<file path="src/rtl/addr_offset_pipe.sv">
// addr_offset_pipe: elastic multi-stage pipeline. Each stage adds its own
// offset to the address and carries the ID alongside it. The arithmetic wraps
// or saturates, and a per-transaction overflow flag stays set once raised.
// Also provides a synchronous flush and a registered occupancy count.
//
// Handshake: a stage accepts new data when it is empty or when the stage
// after it is accepting, so ready[i] = !valid[i] || ready[i+1], with
// ready[DEPTH] = out_ready. A transfer happens on any edge where the
// upstream valid and ready[i] are both high. The output transfers when
// out_valid && out_ready. A valid stage that is not being drained holds its
// contents unchanged. The ready path is purely combinational, with no skid
// buffer.
module addr_offset_pipe #(
    parameter int ADDR_W   = 8,
    parameter int ID_W     = 4,
    parameter int DEPTH    = 3,
    parameter int SATURATE = 0,
    localparam int CNT_W   = $clog2(DEPTH + 1)
) (
    input  logic                    clk,
    input  logic                    reset,
    input  logic                    flush,
    input  logic [DEPTH*ADDR_W-1:0] stage_offsets,
    input  logic [ADDR_W-1:0]       in_address,
    input  logic [ID_W-1:0]         in_id,
    input  logic                    in_valid,
    output logic                    in_ready,
    output logic [ADDR_W-1:0]       out_address,
    output logic [ID_W-1:0]         out_id,
    output logic                    out_ovf,
    output logic                    out_valid,
    input  logic                    out_ready,
    output logic [CNT_W-1:0]        occupancy
);

    logic [DEPTH-1:0]  valid_q;
    logic [DEPTH-1:0]  valid_nxt;
    logic [DEPTH-1:0]  ready;
    logic [DEPTH-1:0]  up_valid;
    logic [DEPTH-1:0]  cap;
    logic              all_valid;
    logic [CNT_W-1:0]  cnt_nxt;
    logic [CNT_W-1:0]  occ_q;

    logic [ADDR_W-1:0] addr_q [DEPTH];
    logic [ID_W-1:0]   id_q   [DEPTH];
    logic              ovf_q  [DEPTH];
    logic [ADDR_W-1:0] up_addr [DEPTH];
    logic [ID_W-1:0]   up_id   [DEPTH];
    logic              up_ovf  [DEPTH];

    // Ready chain, unrolled. Stage i is ready unless it and every stage after
    // it are full while the output is stalled.
    always_comb begin
        all_valid = 1'b1;
        ready     = '0;
        for (int i = DEPTH - 1; i >= 0; i--) begin
            all_valid = all_valid & valid_q[i];
            ready[i]  = out_ready | ~all_valid;
        end
    end

    // Stage inputs. Stage 0 takes the request; later stages take the previous
    // stage's registers.
    always_comb begin
        up_valid[0] = in_valid;
        up_addr[0]  = in_address;
        up_id[0]    = in_id;
        up_ovf[0]   = 1'b0;
        for (int i = 1; i < DEPTH; i++) begin
            up_valid[i] = valid_q[i-1];
            up_addr[i]  = addr_q[i-1];
            up_id[i]    = id_q[i-1];
            up_ovf[i]   = ovf_q[i-1];
        end
    end

    // Next valids, capture enables and the next occupancy.
    // Flush overrides any capture.
    always_comb begin
        cap       = '0;
        valid_nxt = '0;
        cnt_nxt   = '0;
        for (int i = 0; i < DEPTH; i++) begin
            cap[i]       = !flush && ready[i] && up_valid[i];
            valid_nxt[i] = flush ? 1'b0 : (ready[i] ? up_valid[i] : valid_q[i]);
            cnt_nxt      = cnt_nxt + CNT_W'(valid_nxt[i]);
        end
    end

    // Valid bits and occupancy advance together, so the count always matches
    // the number of valid stages.
    always_ff @(posedge clk or posedge reset) begin
        if (reset) begin
            valid_q <= '0;
            occ_q   <= '0;
        end else begin
            valid_q <= valid_nxt;
            occ_q   <= cnt_nxt;
        end
    end

    for (genvar i = 0; i < DEPTH; i++) begin : g_stage
        logic [ADDR_W-1:0] off;
        logic [ADDR_W:0]   sum;
        logic [ADDR_W-1:0] res;

        assign off = stage_offsets[i*ADDR_W +: ADDR_W];
        assign sum = {1'b0, up_addr[i]} + {1'b0, off};
        assign res = (SATURATE != 0 && sum[ADDR_W]) ? {ADDR_W{1'b1}} : sum[ADDR_W-1:0];

        // Data registers load only on a real transfer. The offset is applied
        // at capture time, so later offset changes cannot touch held data.
        always_ff @(posedge clk or posedge reset) begin
            if (reset) begin
                addr_q[i] <= '0;
                id_q[i]   <= '0;
                ovf_q[i]  <= 1'b0;
            end else if (cap[i]) begin
                addr_q[i] <= res;
                id_q[i]   <= up_id[i];
                ovf_q[i]  <= up_ovf[i] | sum[ADDR_W];
            end
        end
    end

    assign in_ready    = ready[0] && !flush && !reset;
    assign out_valid   = valid_q[DEPTH-1];
    assign out_address = addr_q[DEPTH-1];
    assign out_id      = id_q[DEPTH-1];
    assign out_ovf     = ovf_q[DEPTH-1];
    assign occupancy   = occ_q;

endmodule

</file>
<file path="config.mk">
export PLATFORM = sky130hd
export DESIGN_NAME = addr_offset_pipe
export DESIGN_NICKNAME = d
export VERILOG_FILES = /design/src/rtl/addr_offset_pipe.sv
export SDC_FILE = /design/constraint.sdc
export NUM_CORES = 1
export LEC_CHECK = 0
export ABC_AREA = 1
export CORE_MARGIN = 3
export CORE_UTILIZATION = 43
export CTS_CLUSTER_DIAMETER = 60
export DETAILED_ROUTE_END_ITERATION = 8
export HOLD_SLACK_MARGIN = 0.06
export PLACE_DENSITY = 0.69
export SLEW_MARGIN = 5
export SYNTH_ARGS = -nofsm -noshare
export SYNTH_HDL_FRONTEND = slang
export SYNTH_SLANG_ARGS = --single-unit
</file>
<file path="constraint.sdc">
create_clock -name clk -period 1.8 [get_ports clk]
set_input_delay 0.36 -clock clk [delete_from_list [all_inputs] [get_ports clk]]
set_output_delay 0.36 -clock clk [all_outputs]
set_load 0.005 [all_outputs]
</file>
==> results.md <==
* WP data required at 1440 ps
* Sequential Power Share at 0.391
* Arr. time, crit path at 1370 ps
* # rows at 29
* Slowest stage cell, crit path: clkdlybuf4s50_1
* Min-Delay Path Class: input port to async pin
* RSZ-0062 raised after global routing: false
* Tcrit/Tclk final at 0.9604
* IO Port Bufs at 57
* CP endpoint kind: output port
* Number of synthesized register bits at 44
* Vias at 2374
* CP peak stage delay at 460 ps
* Routed Wire Length at 5505 um
* Max-cap viol count at 0
* Initial antenna violation count at 0
* CP Launch Type: input port
* CTS HTree Levels at 2
* Worst IR drop on VDD at 524.8 uV
* Fin util at 0.5835
* Core area at 6386 um2
* Multi-input combinational cell area at 1459 um2
* Worst skew pair latency at 300 ps
* Placed Cells at 512
* Ant diodes at 0
* Reg area at 1101 um2
* Grt ovf at 0
* R2R Path Start: addr_q[16]$_DFFE_PP0P_
* Synth-to-layout area growth at 30.73%
* Leakage at 0.001970 uW
* Clock transition at the registers of the reported paths at 80 ps
* Switching fraction of total power at 0.3332
* Top cell by count, worst path: nand2_2
* Worst R2R End: addr_q[14]$_DFFE_PP0P_
* Fill cells at 605
* Netlist cell types at 26
* Max_slew headroom at 0.6423
* Worst hold slack at 370.4 ps
* Final #Nets at 511
* GP Congestion at 0.8100
* Syn Nets at 435
* Combinational power share at 0.420
* Post-Synthesis Cells at 366
* Commonest non-fill, non-tap cell in the layout: nand2_1
* CP Class: input port to output port
* Initial core utilization at 0.4463
* Final std cells w/o fill at 520
* DIE HEIGHT at 87.42 um
* Status: complete, no violations
* Clock Sinks at 44
* Drt first-iter violations at 71
* Routed vias/inst at 4.565
* Worst-Margin Slew at 533.3 ps
* Fmax at 0.5785 GHz
* Vias in the first global route at 2221
* Die X at 87.42 um
* Final ANT Viol Nets at 0
* Number of setup violations in the final report at 0
* Largest net degree at the start of global routing at 27
* Worst Clk Skew at 3.354 ps
* First-pass GRT wire length at 9446 um
* CTS Buf Count at 5
* Hold Fails Final Rpt at 0
* Pre-Repair DR Iteration Count at 4
* Reg2Reg Depth at 8
* WL per Instance at 10.59 um
* Root Driver: clkbuf_8
* Yosys warning total at 0
* Reg2reg setup slack at 230 ps
* Fin crit period at 1729 ps
* Setup WS pre-CTS at -227.9 ps
* Int Power at 2309 uW
* Setup ws final at 71.26 ps
* Final Power at 3463 uW
* Clock Path Buffers at 2
* Register area share after synthesis at 0.3863
* CTS tree: yes
* GRT Resource Usage Total at 0.1554
* Most frequent cells in the layout: nand2_1 (148), clkdlybuf4s50_1 (56), dfrtp_1 (44), inv_1 (36), buf_4 (25)
* Critical path cell sequence: clkdlybuf4s50_1 > inv_1 > nand2_2 > nor2_4 > nand2_2 > nand2_1 > nor2_1 > clkdlybuf4s15_1
* # DRC at 0
* Psw at 1154 uW
* Pins Over Slew Limit at 0
* Post-synth design cell area at 2850 um2
* Layout cells sized above 1 at 0.1174
* # IOs at 58
* Die area at 7641 um2
* Syn Area/Cell at 7.788 um2
* Pwr Density at 929.5 nW/um2
* Clock Power Share at 0.189
* DP HPWL at 4491 um
* Worst-path maximum fanout at 2
## synthesized netlist by cell type
cell type / count / area [um2]
buf_12: 1 / 20.02
nand3b_1: 4 / 30.03
inv_2: 4 / 15.01
nand3_4: 1 / 17.52
nor2_1: 14 / 52.55
dfrtp_1: 44 / 1101
inv_1: 37 / 138.9
nand2_2: 5 / 31.28
o21ai_2: 2 / 17.52
xor2_1: 3 / 26.28
o21bai_1: 1 / 7.510
o21a_1: 2 / 15.01
fa_1: 4 / 80.08
xnor2_1: 5 / 43.79
buf_4: 14 / 105.1
nand3_1: 24 / 120.1
nand4_1: 1 / 6.260
o21ai_1: 4 / 20.02
nand2_1: 148 / 555.5
buf_6: 1 / 11.26
nor2_4: 1 / 11.26
o21ai_0: 5 / 25.02
ha_1: 24 / 300.3
or2_2: 2 / 12.51
a21oi_1: 14 / 70.07
nor3_4: 1 / 16.27
## power groups by stage
stage | Sequential [uW] | Combinational, uW | Clock, uW
after global placement | 1370 | 1420 | 0
after detailed placement | 1380 | 1460 | 0
final | 1350 | 1450 | 655
after global routing | 1390 | 1660 | 715
after floorplan | 1340 | 993 | 0
after CTS | 1360 | 1470 | 679
## sequential cells by signal, summed over array words and instances, names as in the netlist
signal and count:
addr_q 16, id_q 8, out_address 8, out_id 4, valid_q 3, occupancy 2
ovf_q 2, out_ovf 1
## metrics by stage
stage / area (um2) / TNS [ps]
6_report: 3726 / 0
5_1_grt: 3726 / 0
4_1_cts: 3725 / 0
3_5_place_dp: 3628 / -2383
3_3_place_gp: 3628 / -2056
2_1_floorplan: 2850 / 0
## worst max path at each step
stage | endpoint | from
after floorplan | addr_q[14]$_DFFE_PP0P_ | stage_offsets[8]
after global placement | in_ready | out_ready
after detailed placement | in_ready | out_ready
after CTS | in_ready | out_ready
after global routing | in_ready | out_ready
final | in_ready | out_ready
## per-layer routing
metal,global-route usage,up-vias,wire [um]
met1,0.1879,1012,2458
met4,0.06276,0,140
li1,-,1297,-
met3,0.02933,9,280
met2,0.2699,56,2626
met5,0,-,0
## cell families after synthesis
logic type                 after synthesis  synth area share
DFF                                     44            0.3863
and+or+nand+nor                        201            0.2994
xor gates and xnor gates                 8           0.02458
adders and majority gates               28            0.1335
buffers and inverters                   57            0.1018
AOI/OAI and AO/OA                       28           0.05443
## cell type report
cell class                      instances  area share
Clock buffer                            6     0.02216
Clock inverter                          2    0.004030
Inverter                               41     0.04130
Multi-Input combinational cell        265      0.3915
Sequential cell                        44      0.2955
Tap cell                               77     0.02586
Timing Repair Buffer                   85      0.2196
## worst max-delay path: cells and delay by family
family	cells	cell delay [ps]
AND/OR/NAND/NOR	5	300
buffers and inverters	3	710
## what timing repair did
item / in CTS / in global routing
pin swaps: 0 / 0
hold buffers: 0 / 0
endpoints found under the setup margin: 1 / 1
setup buffers: 0 / 0
resized for setup: 1 / 1
No activity file was read; power rests on OpenSTA's default activity.
